## src/rtl/fp_pkg.sv

```systemverilog
// fp_pkg: shared constants and types for the FP add/sub datapath
package fp_pkg;
    localparam int EXP_BITS  = 8;
    localparam int MANT_BITS = 23;
    localparam int BIAS      = 127;
    localparam int EXP_MAX   = 255;
    typedef enum logic [1:0] {IDLE, NORM, ROUND, HOLD} fp_state_t;
    typedef struct packed {
        logic overflow;
        logic underflow;
        logic inexact;
    } fp_flags_t;
endpackage

```

## src/rtl/fp_round_rne.sv

```systemverilog
// fp_round_rne: combinational round-to-nearest-even and packing of a normalized mantissa
module fp_round_rne #(
    parameter int EXP_BITS  = 8,
    parameter int MANT_BITS = 23
) (
    input  logic [EXP_BITS:0]    exp,
    input  logic [MANT_BITS+3:0] mant,
    output logic [EXP_BITS-1:0]  exp_field,
    output logic [MANT_BITS-1:0] frac,
    output logic                 overflow,
    output logic                 inexact
);
    logic                 up;
    logic                 hidden;
    logic [MANT_BITS+1:0] sum;
    logic [EXP_BITS:0]    exp_post;
    assign up        = mant[2] & (mant[1] | mant[0] | mant[3]);
    assign sum       = {1'b0, mant[MANT_BITS+3:3]} + (MANT_BITS+2)'(up);
    // a carry out of the significand only happens from all-ones, so the low bits are already zero
    assign hidden    = sum[MANT_BITS+1] | sum[MANT_BITS];
    assign exp_post  = exp + (EXP_BITS+1)'(sum[MANT_BITS+1]);
    assign overflow  = exp_post >= {1'b0, {EXP_BITS{1'b1}}};
    assign exp_field = overflow ? '1 : hidden ? exp_post[EXP_BITS-1:0] : '0;
    assign frac      = overflow ? '0 : sum[MANT_BITS-1:0];
    assign inexact   = (|mant[2:0]) | overflow;
endmodule

```

## src/rtl/fp_norm_round_seq.sv

```systemverilog
// fp_norm_round_seq: iterative normalize then RNE round stage with valid/ready handshake
module fp_norm_round_seq #(
    parameter int EXP_BITS  = 8,
    parameter int MANT_BITS = 23,
    parameter int WIDTH     = 1 + EXP_BITS + MANT_BITS
) (
    input  logic                 clk,
    input  logic                 rst,
    input  logic                 in_valid,
    output logic                 in_ready,
    input  logic                 in_sign,
    input  logic [EXP_BITS-1:0]  in_exp,
    input  logic [MANT_BITS+3:0] in_mant,
    input  logic                 in_carry,
    output logic                 out_valid,
    input  logic                 out_ready,
    output logic [WIDTH-1:0]     out_result,
    output logic                 out_overflow,
    output logic                 out_underflow,
    output logic                 out_inexact
);
    import fp_pkg::*;
    localparam int M = MANT_BITS + 4;
    fp_state_t             state, state_n;
    fp_flags_t             flags;
    logic                  sign_r;
    logic [EXP_BITS:0]     exp_r;
    logic [M-1:0]          mant_r;
    logic                  norm_done;
    logic [EXP_BITS-1:0]   rnd_exp;
    logic [MANT_BITS-1:0]  rnd_frac;
    logic                  rnd_ovf, rnd_inx;
    assign in_ready      = state == IDLE && !rst;
    assign norm_done     = mant_r == '0 || mant_r[M-1] || exp_r == (EXP_BITS+1)'(1);
    assign out_overflow  = flags.overflow;
    assign out_underflow = flags.underflow;
    assign out_inexact   = flags.inexact;
    fp_round_rne #(.EXP_BITS(EXP_BITS), .MANT_BITS(MANT_BITS)) u_round (
        .exp       (exp_r),
        .mant      (mant_r),
        .exp_field (rnd_exp),
        .frac      (rnd_frac),
        .overflow  (rnd_ovf),
        .inexact   (rnd_inx)
    );
    always_ff @(posedge clk) begin
        state <= rst ? IDLE : state_n;
    end
    always_comb begin
        state_n = state;
        case (state)
            IDLE:    state_n = in_valid ? NORM : IDLE;
            NORM:    state_n = norm_done ? ROUND : NORM;
            ROUND:   state_n = HOLD;
            HOLD:    state_n = out_ready ? IDLE : HOLD;
            default: state_n = IDLE;
        endcase
    end
    always_ff @(posedge clk) begin
        if (rst) begin
            sign_r     <= 1'b0;
            exp_r      <= '0;
            mant_r     <= '0;
            out_valid  <= 1'b0;
            out_result <= '0;
            flags      <= '0;
        end else begin
            if (in_valid && in_ready) begin
                sign_r <= in_sign;
                exp_r  <= {1'b0, in_exp} + (EXP_BITS+1)'(in_carry);
                mant_r <= in_carry ? {1'b1, in_mant[M-1:2], in_mant[1] | in_mant[0]} : in_mant;
            end
            // sticky keeps its place in bit 0; the zero enters just above it
            if (state == NORM && !norm_done) begin
                mant_r <= {mant_r[M-2:1], 1'b0, mant_r[0]};
                exp_r  <= exp_r - 1'b1;
            end
            if (state == ROUND) begin
                out_result <= {sign_r, rnd_exp, rnd_frac};
                flags      <= {rnd_ovf, rnd_exp == '0 && rnd_inx, rnd_inx};
                out_valid  <= 1'b1;
            end
            if (state == HOLD && out_ready) out_valid <= 1'b0;
        end
    end
endmodule

```

## config.mk

```make
export PLATFORM = sky130hd
export DESIGN_NAME = fp_norm_round_seq
export DESIGN_NICKNAME = d
export VERILOG_FILES = /design/src/rtl/fp_pkg.sv /design/src/rtl/fp_round_rne.sv /design/src/rtl/fp_norm_round_seq.sv
export SDC_FILE = /design/constraint.sdc
export NUM_CORES = 1
export LEC_CHECK = 0
export BUFFER_PORTS_ARGS = -buffer_cell sky130_fd_sc_hd__buf_2
export CAP_MARGIN = 20
export CORE_AREA = 2 2 165 86
export DETAILED_ROUTE_END_ITERATION = 8
export DIE_AREA = 0 0 167 88
export GPL_TIMING_DRIVEN = 0
export HOLD_SLACK_MARGIN = 0.12
export SLEW_MARGIN = 20
export SYNTH_ARGS = -nofsm -noshare
export SYNTH_HDL_FRONTEND = slang
export SYNTH_HIERARCHICAL = 1
export SYNTH_SLANG_ARGS = --single-unit
```

## constraint.sdc

```tcl
create_clock -name clk -period 4 [get_ports clk]
set_input_delay 0.6 -clock clk [delete_from_list [all_inputs] [get_ports clk]]
set_output_delay 0.6 -clock clk [all_outputs]
set_load 0.01 [all_outputs]
```

==> results of run 1 <==
==> how the worst min path moves through the flow <==
stage | start | end | slack [ns] | depth (start not counted)
2_1_floorplan | sign_r | out_result[31] | 0.43 | 2
3_3_place_gp | out_result[18] | out_result[18] | 0.44 | 2
3_5_place_dp | out_result[25] | out_result[25] | 0.44 | 2
4_1_cts | in_sign | sign_r | 0.45 | 3
5_1_grt | in_sign | sign_r | 0.47 | 3
6_report | out_result[25] | out_result[25] | 0.45 | 2
==> cell usage after synthesis, types with 5 or more instances <==
master / count / area, µm²
a21oi_1: 42 / 210
inv_1: 31 / 116
and3_1: 5 / 31.3
buf_6: 5 / 56.3
o21bai_1: 31 / 233
ha_1: 7 / 87.6
o32ai_1: 23 / 201
dfxtp_1: 75 / 1500
nor2_1: 40 / 150
and4_1: 5 / 43.8
buf_2: 8 / 40.0
nand2b_1: 5 / 31.3
xor2_1: 19 / 166
xnor2_1: 16 / 140
clkbuf_1: 22 / 82.6
nand4_1: 11 / 68.8
or3_1: 7 / 43.8
mux2i_1: 25 / 250
nand2_1: 117 / 439
nor4_1: 8 / 50.1
nor3_1: 10 / 50.1
nand3_1: 21 / 105
==> registers in the layout (all words and copies together) (netlist names) <==
name / cells
out_result: 32
mant_r: 27
exp_r: 9
state: 2
out_inexact: 1
out_overflow: 1
out_underflow: 1
out_valid: 1
sign_r: 1
==> metal layers <==
metal  global-route usage [%]  vias to the layer above
li1                         -                     2261
met1                     33.0                     2127
met2                     26.3                      226
met3                     4.84                       18
met4                     4.86                        0
met5                        0                        -
==> area by class of cell <==
type	instances	area [µm²]
well taps	176	220
inverters	31	116
multi-input cells	444	2820
clock buffers	14	254
repair buffers	80	410
plain buffers	40	210
clock inverters	2	35.0
flip-flops and latches	75	1520
fillers	1369	7670
==> timing repair <==
| action | in CTS | in global routing |
|---|---|---|
| endpoints found under the setup margin | 1 | 1 |
| endpoints found under the hold margin | 0 | 0 |
| gates cloned | 0 | 0 |
| pin swaps | 1 | 3 |
| setup buffers | 2 | 2 |
| gates resized for setup | 8 | 13 |
==> power by group through the flow <==
stage	logic, mW	registers (mW)	clock network (mW)
after floorplan	0.482	0.944	0
after global routing	0.772	1.01	0.853
after global placement	0.644	0.989	0
final	0.699	0.997	0.807
after CTS	0.673	0.984	0.819
after detailed placement	0.663	0.999	0
==> through the flow <==
| stage | instances | power [mW] |
|---|---|---|
| 2_1_floorplan | 590 | 1.43 |
| 6_report | 862 | 2.50 |
| 4_1_cts | 860 | 2.48 |
| 3_3_place_gp | 842 | 1.63 |
| 5_1_grt | 862 | 2.63 |
| 3_5_place_dp | 842 | 1.66 |
==> cells by family after synthesis <==
group,count (synthesis)
xor+xnor,35
buf+inv,71
flops,75
mux,25
fa+ha+maj,7
simple gates,252
compound gates,125
==> worst register-to-register path, delay by kind of cell (launching register included) <==
family / cells / cell delay (ns)
flops: 1 / 0.47
simple gates: 9 / 1.87
xor+xnor: 1 / 0.24
buf+inv: 1 / 0.19
fa+ha+maj: 3 / 0.58
compound gates: 3 / 0.43
==> run metrics, run 1 <==
Adder-Cell Fraction of Synth Area=1.91%; Worst R2R Setup Slack=0.15 ns; DRC=0; Core Region=13300 µm²; register area share after synthesis=32.7%; main combinational cell family by area after synthesis=simple AND/OR/NAND/NOR gates; Netlist cell types=55; clk_lat worst skew=0.34 ns; Post-synth EDFFs=0; CTS tree=done; share of layout cells above drive strength 1=19.5%; Combinational Power Share=27.9%; Net Sw Frac=35.1%; via count=4632; final setup vio count=0; Main synth FF type=dfxtp_1; row cnt=30; Hold-fix buffers, CTS=0; vias in the first global route=4295; Slew headroom=53.8%; clk sinks=75; Power Dens Cells=448 nW/µm²; Clock Path Buffers=2; Worst Reg-to-Reg Cells=17; Simple-Gate Fraction of Synth Area=26.3%; met2 wire len=5.22 mm; Highest Signal Layer=met4; global-route wire length before repair=23.2 mm; Top Ports=78; 1st-pass router iterations=5; Critical-path top delay cell=or4_4; CTS Buf Count=9; pre-CTS setup slack=-0.317 ns; die area=14700 µm²; Die X=167 µm; crit path DAT=4.11 ns; area share of xor/xnor cells in the synthesized design=6.68%; fin util=42.1%; Period minus WS final=3.85 ns; fin area=5580 µm²; Layout area overhead=21.5%; Synth Area in Compound Gates=19.8%; hold slack=0.449 ns; crit share post-route=96.2%; All-Layer GR Usage=20.5%; most common cell after layout, fill and taps aside=nand2_1; slowest stage delay, CP=0.56 ns; post-detail-place hpwl=11.6 mm; worst path bufs/invs=1; Slew Limit Fails=0; worst-margin pin slew=0.693 ns; Clk Tree Root Cell=clkbuf_16; Crit. End Element=flop; drt wl/cell=17.2 µm; crit path max fanout=10; Sequential Power Share=39.8%; met3 routed WL=1.46 mm; die height=88 µm; Worst Skew=0.00628 ns; Leak Pwr=2.13 nW; status=finished, final reports clean; # diodes=0; P_sw=879 µW; syn avg cell area=7.78 µm²; Final Hold Violating Endpoints=0; CTS H-tree lvls=3; internal power=1.62 mW; startpoint types=flop; Async S/R FF share, synth=0%; Tightest Hold Check Type=reg -> reg; wl on met1=8.01 mm; Via density=5.37; Clk network pwr share=32.2%; critical path endpoint=out_underflow; critical setup path kind=reg -> reg; max cap viols=0; final setup margin=0.150 ns; antenna-violating nets left=0; reg2reg end=out_underflow; worst IR drop on VDD=0.203 mV; Net Count, Synth=638; reg2reg start=mant_r[4]; Post-Syn Instances=590; yosys synthesis warning count=6; Worst-path clk slew=0.06 ns; total gr overflow=0; initial DRC count=430; IO Port Bufs=76; post-synthesis mux area share=5.45%; CP Depth=17; most frequent cells in the layout=117 x nand2_1, 84 x buf_2, 67 x dfxtp_1, 42 x a21oi_1, 39 x nor2_1; Worst EP required=4.26 ns; Max Clk Rate=0.260 GHz; synthesized area=4590 µm²; Synth Register Bits=75; Final TNS setup=0 ns; nets=729; Initial Utilization=34.6%; placed cell area=5190 µm²; Placer Congestion=0.908; cell family with most CP delay=simple AND/OR/NAND/NOR gates; antenna violations before repair=0; Critical Path Source=mant_r[4]; largest net degree at the start of global routing=15; routed wire length=14.8 mm; CP Cell Sequence=ha_2 > nand2_1 > nor2_2 > and3_4 > and4_1 > ha_4 > ha_4 > and4_4 > nand4_1 > xor2_2 > o41ai_4 > buf_4 > o21bai_1 > or4_4 > nor3_2 > nand4_1 > a21oi_1
Note: power is estimated with default switching activity, not from simulation.
==> run 2, diff against run 1 <==
--- a/config.mk
+++ b/config.mk
@@ -5,11 +5,11 @@
 export SDC_FILE = /design/constraint.sdc
 export NUM_CORES = 1
 export LEC_CHECK = 0
-export BUFFER_PORTS_ARGS = -buffer_cell sky130_fd_sc_hd__buf_2
 export CAP_MARGIN = 20
 export CORE_AREA = 2 2 165 86
 export DETAILED_ROUTE_END_ITERATION = 8
 export DIE_AREA = 0 0 167 88
+export DONT_BUFFER_PORTS = 1
 export GPL_TIMING_DRIVEN = 0
 export HOLD_SLACK_MARGIN = 0.12
 export SLEW_MARGIN = 20
==> run metrics, run 2 (synthesis gave the netlist of run 1 again) <==
Worst Skew=0.0116 ns; internal power=1.60 mW; crit path max fanout=10; IO Port Bufs=0; Clk Tree Root Cell=clkbuf_16; global-route wire length before repair=23.0 mm; Via density=5.58; CTS tree=done; Leak Pwr=1.79 nW; worst IR drop on VDD=0.233 mV; reg2reg start=mant_r[4]; post-detail-place hpwl=11.5 mm; Max Clk Rate=0.259 GHz; RSZ-0062 raised after global routing=no; placed cell area=4810 µm²; startpoint types=flop; die area=14700 µm²; Combinational Power Share=25.5%; Reg with most FFs=out_result; die height=88 µm; antenna violations before repair=0; final setup vio count=0; drt wl/cell=18.8 µm; initial DRC count=537; antenna-violating nets left=0; # diodes=0; row cnt=30; Worst Reg-to-Reg Cells=17; critical setup path kind=reg -> reg; Layout area overhead=13.4%; most common cell after layout, fill and taps aside=nand2_1; Hold-fix buffers, CTS=0; Crit. End Element=flop; crit path DAT=4.13 ns; fin util=39.3%; CTS Buf Count=9; Worst-path clk slew=0.06 ns; Initial Utilization=34.6%; Period minus WS final=3.86 ns; vias in the first global route=4093; Die X=167 µm; Slew headroom=55.8%; max cap viols=0; Final TNS setup=0 ns; busiest grt layer=met1; Worst R2R Setup Slack=0.14 ns; Clk network pwr share=33.8%; largest net degree at the start of global routing=15; Worst Hold Path Cells=2; Sequential Power Share=40.6%; multi-input combinational cell area=2810 µm²; Worst EP required=4.27 ns; pre-CTS setup slack=-0.262 ns; total gr overflow=0; Net Sw Frac=35.5%; routed wire length=14.8 mm; Hold EP=sign_r; Core Region=13300 µm²; worst-margin pin slew=0.662 ns; hold slack=0.366 ns; share of layout cells above drive strength 1=9.00%; total power=2.48 mW; Placer Congestion=0.927; P_sw=881 µW; crit share post-route=96.5%; met3 Track Usage GR=8.18%; most frequent cells in the layout=116 x nand2_1, 72 x dfxtp_1, 42 x a21oi_1, 39 x nor2_1; status=finished, final reports clean; All-Layer GR Usage=20.4%; final setup margin=0.141 ns; CTS H-tree lvls=3; reg2reg end=out_underflow; Power Dens Cells=477 nW/µm²; via count=4391; placed cell count=766; FF+latch area=1510 µm²; number of flip-flops under the largest register name=32; Final Hold Violating Endpoints=0; clk_lat worst skew=0.34 ns; DRC=0; fillers=1348; fin area=5200 µm²; nets=654; clk sinks=75; HP Start=in_sign; Tightest Hold Check Type=in -> reg; Non-Filler Instances=787; Top Ports=78; M1 GR Usage=31.3%; routing usage on met2=25.9%; Slew Limit Fails=0; 1st-pass router iterations=5; Top Registers=out_result (32), mant_r (27), exp_r (9); Clock Path Buffers=2
-- run 2: cell types whose count changed in the layout (fill, tap and decap cells not counted), sizes merged --
cell    previous run  this run
buf               97        22
clkbuf            37        35
clkinv             1         3
-- run 2: worst max path at each step --
stage	slack [ns]	from	cells past startpoint	endpoint
2_1_floorplan	0.29	mant_r[2]	18	out_underflow
3_3_place_gp	-0.20	mant_r[2]	18	out_underflow
3_5_place_dp	-0.26	mant_r[2]	18	out_underflow
4_1_cts	0.01	mant_r[3]	18	out_underflow
5_1_grt	0.005	mant_r[4]	17	out_underflow
6_report	0.14	mant_r[4]	17	out_underflow
-- run 2: timing repair --
| item | in CTS | in global routing |
|---|---|---|
| gates resized for setup | 6 | 9 |
| pin swaps | 0 | 2 |
| gates cloned | 0 | 0 |
| endpoints found under the setup margin | 1 | 1 |
| buffers inserted | 1 | 4 |
-- run 2: metal layers --
metal / vias up / wire length, µm
li1: 2117 / -
met1: 2013 / 7860
met2: 237 / 5020
met3: 24 / 1810
met4: 0 / 146
met5: - / 0
-- run 2: cell type report --
type	count	share of cell area (%)
Tap cell	176	4.23
Clock inverter	4	0.938
Sequential cell	75	29.0
Timing Repair Buffer	5	0.721
Inverter	31	2.24
Buffer	40	4.04
Multi-Input combinational cell	444	53.9
Clock buffer	12	4.93
-- run 2: worst max-delay path: stages, from the launching register on --
cell      delay [ns]
dfxtp_1         0.51
ha_4            0.21
nand2_2         0.08
nor2_4          0.15
and3_1          0.20
and4_1          0.20
ha_2            0.21
ha_4            0.16
and4_4          0.23
nand4_1         0.12
xor2_1          0.25
o41ai_4         0.13
buf_4           0.18
o21bai_1        0.17
or4_1           0.54
nor3_1          0.14
nand4_1         0.13
a21oi_1         0.16
-- run 2: power groups by stage --
stage	Combinational [mW]	Clock, mW	Sequential (mW)
final	0.635	0.840	1.01
after global routing	0.703	0.884	1.02
after CTS	0.619	0.852	0.995
after detailed placement	0.611	0	1.01
after global placement	0.598	0	1.00
after floorplan	0.482	0	0.944
==> run 3, diff against run 2 <==
--- a/config.mk
+++ b/config.mk
@@ -5,10 +5,11 @@
 export SDC_FILE = /design/constraint.sdc
 export NUM_CORES = 1
 export LEC_CHECK = 0
+export ABC_AREA = 1
 export CAP_MARGIN = 20
-export CORE_AREA = 2 2 165 86
+export CORE_AREA = 2 2 173 90
 export DETAILED_ROUTE_END_ITERATION = 8
-export DIE_AREA = 0 0 167 88
+export DIE_AREA = 0 0 175 92
 export DONT_BUFFER_PORTS = 1
 export GPL_TIMING_DRIVEN = 0
 export HOLD_SLACK_MARGIN = 0.12
==> run metrics, run 3 <==
Power Dens Cells=367 nW/µm²; fillers=1643; Hold-fix buffers, CTS=0; Sequential Power Share=41.8%; largest net degree at the start of global routing=14; Netlist cell types=33; most common cell after layout, fill and taps aside=nand2_1; Adder-Cell Fraction of Synth Area=1.74%; # diodes=0; area share of xor/xnor cells in the synthesized design=4.53%; Worst-path clk slew=0.06 ns; vias in the first global route=4875; syn avg cell area=5.93 µm²; final setup vio count=0; Main synth FF type=dfxtp_1; Clk Tree Root Cell=clkbuf_16; slowest stage delay, CP=0.36 ns; Yosys top cell by area=dfxtp_1; fin util=38.1%; crit path max fanout=5; hold slack=0.430 ns; Layout area overhead=12.6%; max cap viols=0; nets=911; 1st-pass router iterations=5; IO Port Bufs=0; worst-margin pin slew=0.706 ns; Via density=4.97; Synth area leaders=dfxtp_1 30%, nand2_1 17%, nor2_1 15%; Final TNS setup=0 ns; Post-synth EDFFs=0; Top Ports=78; All-Layer GR Usage=20.3%; CTS H-tree lvls=3; synthesized area=5030 µm²; Max Clk Rate=0.267 GHz; Core Region=14900 µm²; Period minus WS final=3.75 ns; Top Registers=out_result (32), mant_r (27), exp_r (9); Combinational Power Share=22.0%; CTS tree=done; die height=92 µm; via count=5331; drt wl/cell=14.8 µm; worst IR drop on VDD=0.194 mV; Synth Area in Compound Gates=6.97%; startpoint types=flop; P_sw=712 µW; Slew Limit Fails=0; clk sinks=75; Reg with most FFs=out_result; Net Sw Frac=34.3%; CTS Buf Count=9; register area share after synthesis=29.9%; most frequent cells in the layout=233 x nand2_1, 204 x nor2_1, 81 x inv_1, 73 x dfxtp_1, 44 x nand4_1; yosys synthesis warning count=6; Leak Pwr=2.69 nW; number of flip-flops under the largest register name=32; Net Count, Synth=896; Tightest Hold Check Type=in -> reg; Crit. End Element=flop; initial DRC count=480; CP Cell Sequence=nand2_1 > inv_1 > ha_4 > nand2_1 > inv_2 > nand3_4 > nor3_4 > nand3_1 > nor3_2 > ha_2 > ha_2 > nand2_2 > nor2_4 > nand4_1 > xor2_1 > a21oi_2 > buf_4 > nand2_1 > nor4_4 > nand4_1 > a21oi_2; placed cell area=5280 µm²; Final Hold Violating Endpoints=0; share of layout cells above drive strength 1=8.53%; Async S/R FF share, synth=0%; crit path DAT=4.02 ns; most instantiated library cell after synthesis=nand2_1; crit share post-route=93.7%; Worst EP required=4.27 ns; Critical-path top delay cell=dfxtp_2; Slew headroom=53.0%; routed wire length=15.8 mm; total gr overflow=0; Simple-Gate Fraction of Synth Area=46.5%; antenna violations before repair=0; DRC=0; antenna-violating nets left=0; global-route wire length before repair=25.5 mm; post-detail-place hpwl=12.4 mm; Crit path top cell by count=nand2_1; clk_lat worst skew=0.34 ns; Initial Utilization=33.8%; die area=16100 µm²; Post-Syn Instances=848; critical setup path kind=reg -> reg; top cell type's share of synthesized area=29.9%; status=finished, final reports clean; main combinational cell family by area after synthesis=simple AND/OR/NAND/NOR gates; Clock Path Buffers=2; Clk network pwr share=36.2%; Placer Congestion=0.908; fin area=5660 µm²; most frequent cells after synthesis=233 x nand2_1, 204 x nor2_1, 82 x inv_1; Synth Register Bits=75; total power=2.08 mW; Worst Skew=0.0112 ns; post-synthesis mux area share=0%; row cnt=32; Die X=175 µm; internal power=1.36 mW
[run 3: cell types whose count changed after synthesis, moves of 7 or more]
cell,change
nand3_1,+21
nor2_1,+164
a21oi_1,-24
nand2_1,+116
inv_1,+51
o21ai_0,+41
o32ai_1,-23
or3_1,-7
nand4_1,+33
mux2i_1,-25
o21bai_1,-30
[run 3: cells by family (layout without fill, tap and decap cells)]
logic type | Yosys count | count (layout)
buffers and inverters | 122 | 141
XOR/XNOR | 26 | 26
AO/OA/AOI/OAI | 67 | 68
flip-flops | 75 | 75
AND/OR/NAND/NOR | 551 | 551
adder cells (fa/ha/maj) | 7 | 7
[run 3: worst paths after layout]
check,cells past startpoint,startpoint,slack (ns),endpoint
setup reg to reg,21,mant_r[3],0.25,out_underflow
setup / recovery,21,mant_r[3],0.25,out_underflow
hold reg to reg,2,sign_r,0.46,sign_r
hold / removal,2,in_mant[0],0.43,mant_r[0]
[run 3: layout make-up]
class                   instances  area (µm²)  area share (%)
inverters                      84         315            5.57
multi-input cells             652        3090            54.6
clock buffers                   9         225            3.98
plain buffers                  38         205            3.62
flip-flops and latches         75        1500            26.6
clock inverters                 7        45.0           0.796
repair buffers                  3        22.5           0.398
well taps                     204         255            4.51
[run 3: critical path, delay by kind of cell (launching register included)]
| family | cells | cell delay (ns) |
|---|---|---|
| flops | 1 | 0.36 |
| buf+inv | 3 | 0.36 |
| compound gates | 2 | 0.36 |
| xor+xnor | 1 | 0.22 |
| simple gates | 12 | 1.79 |
| fa+ha+maj | 3 | 0.59 |
[run 3: metrics by stage]
step / cells / worst slack, ns
floorplan: 848 / 0.822
global placement: 1052 / -0.0678
detailed placement: 1052 / -0.188
CTS: 1069 / 0.0484
global route: 1072 / -0.00652
finish: 1072 / 0.251
[run 3: power by group through the flow]
stage               Clock [mW]  Combinational [mW]  Sequential [mW]
detailed placement           0               0.438            0.881
global route             0.798               0.522            0.874
global placement             0               0.436            0.882
finish                   0.752               0.456            0.867
CTS                      0.761               0.441            0.865
floorplan                    0               0.335            0.860
[run 3: per-layer routing]
layer  global-route usage [%]  share of wire (%)  up-vias
met2                     26.3                 36      203
met1                     31.7                 54     2414
met3                     6.22                 10       16
met4                     3.82               0.95        0
met5                        0                  0        -
li1                         -                  -     2698
[run 3: what timing repair did]
action	4_1_cts	5_1_grt
gates cloned	1	0
buffers inserted	0	3
pin swaps	0	4
endpoints found under the setup margin	1	24
resized for setup	2	16
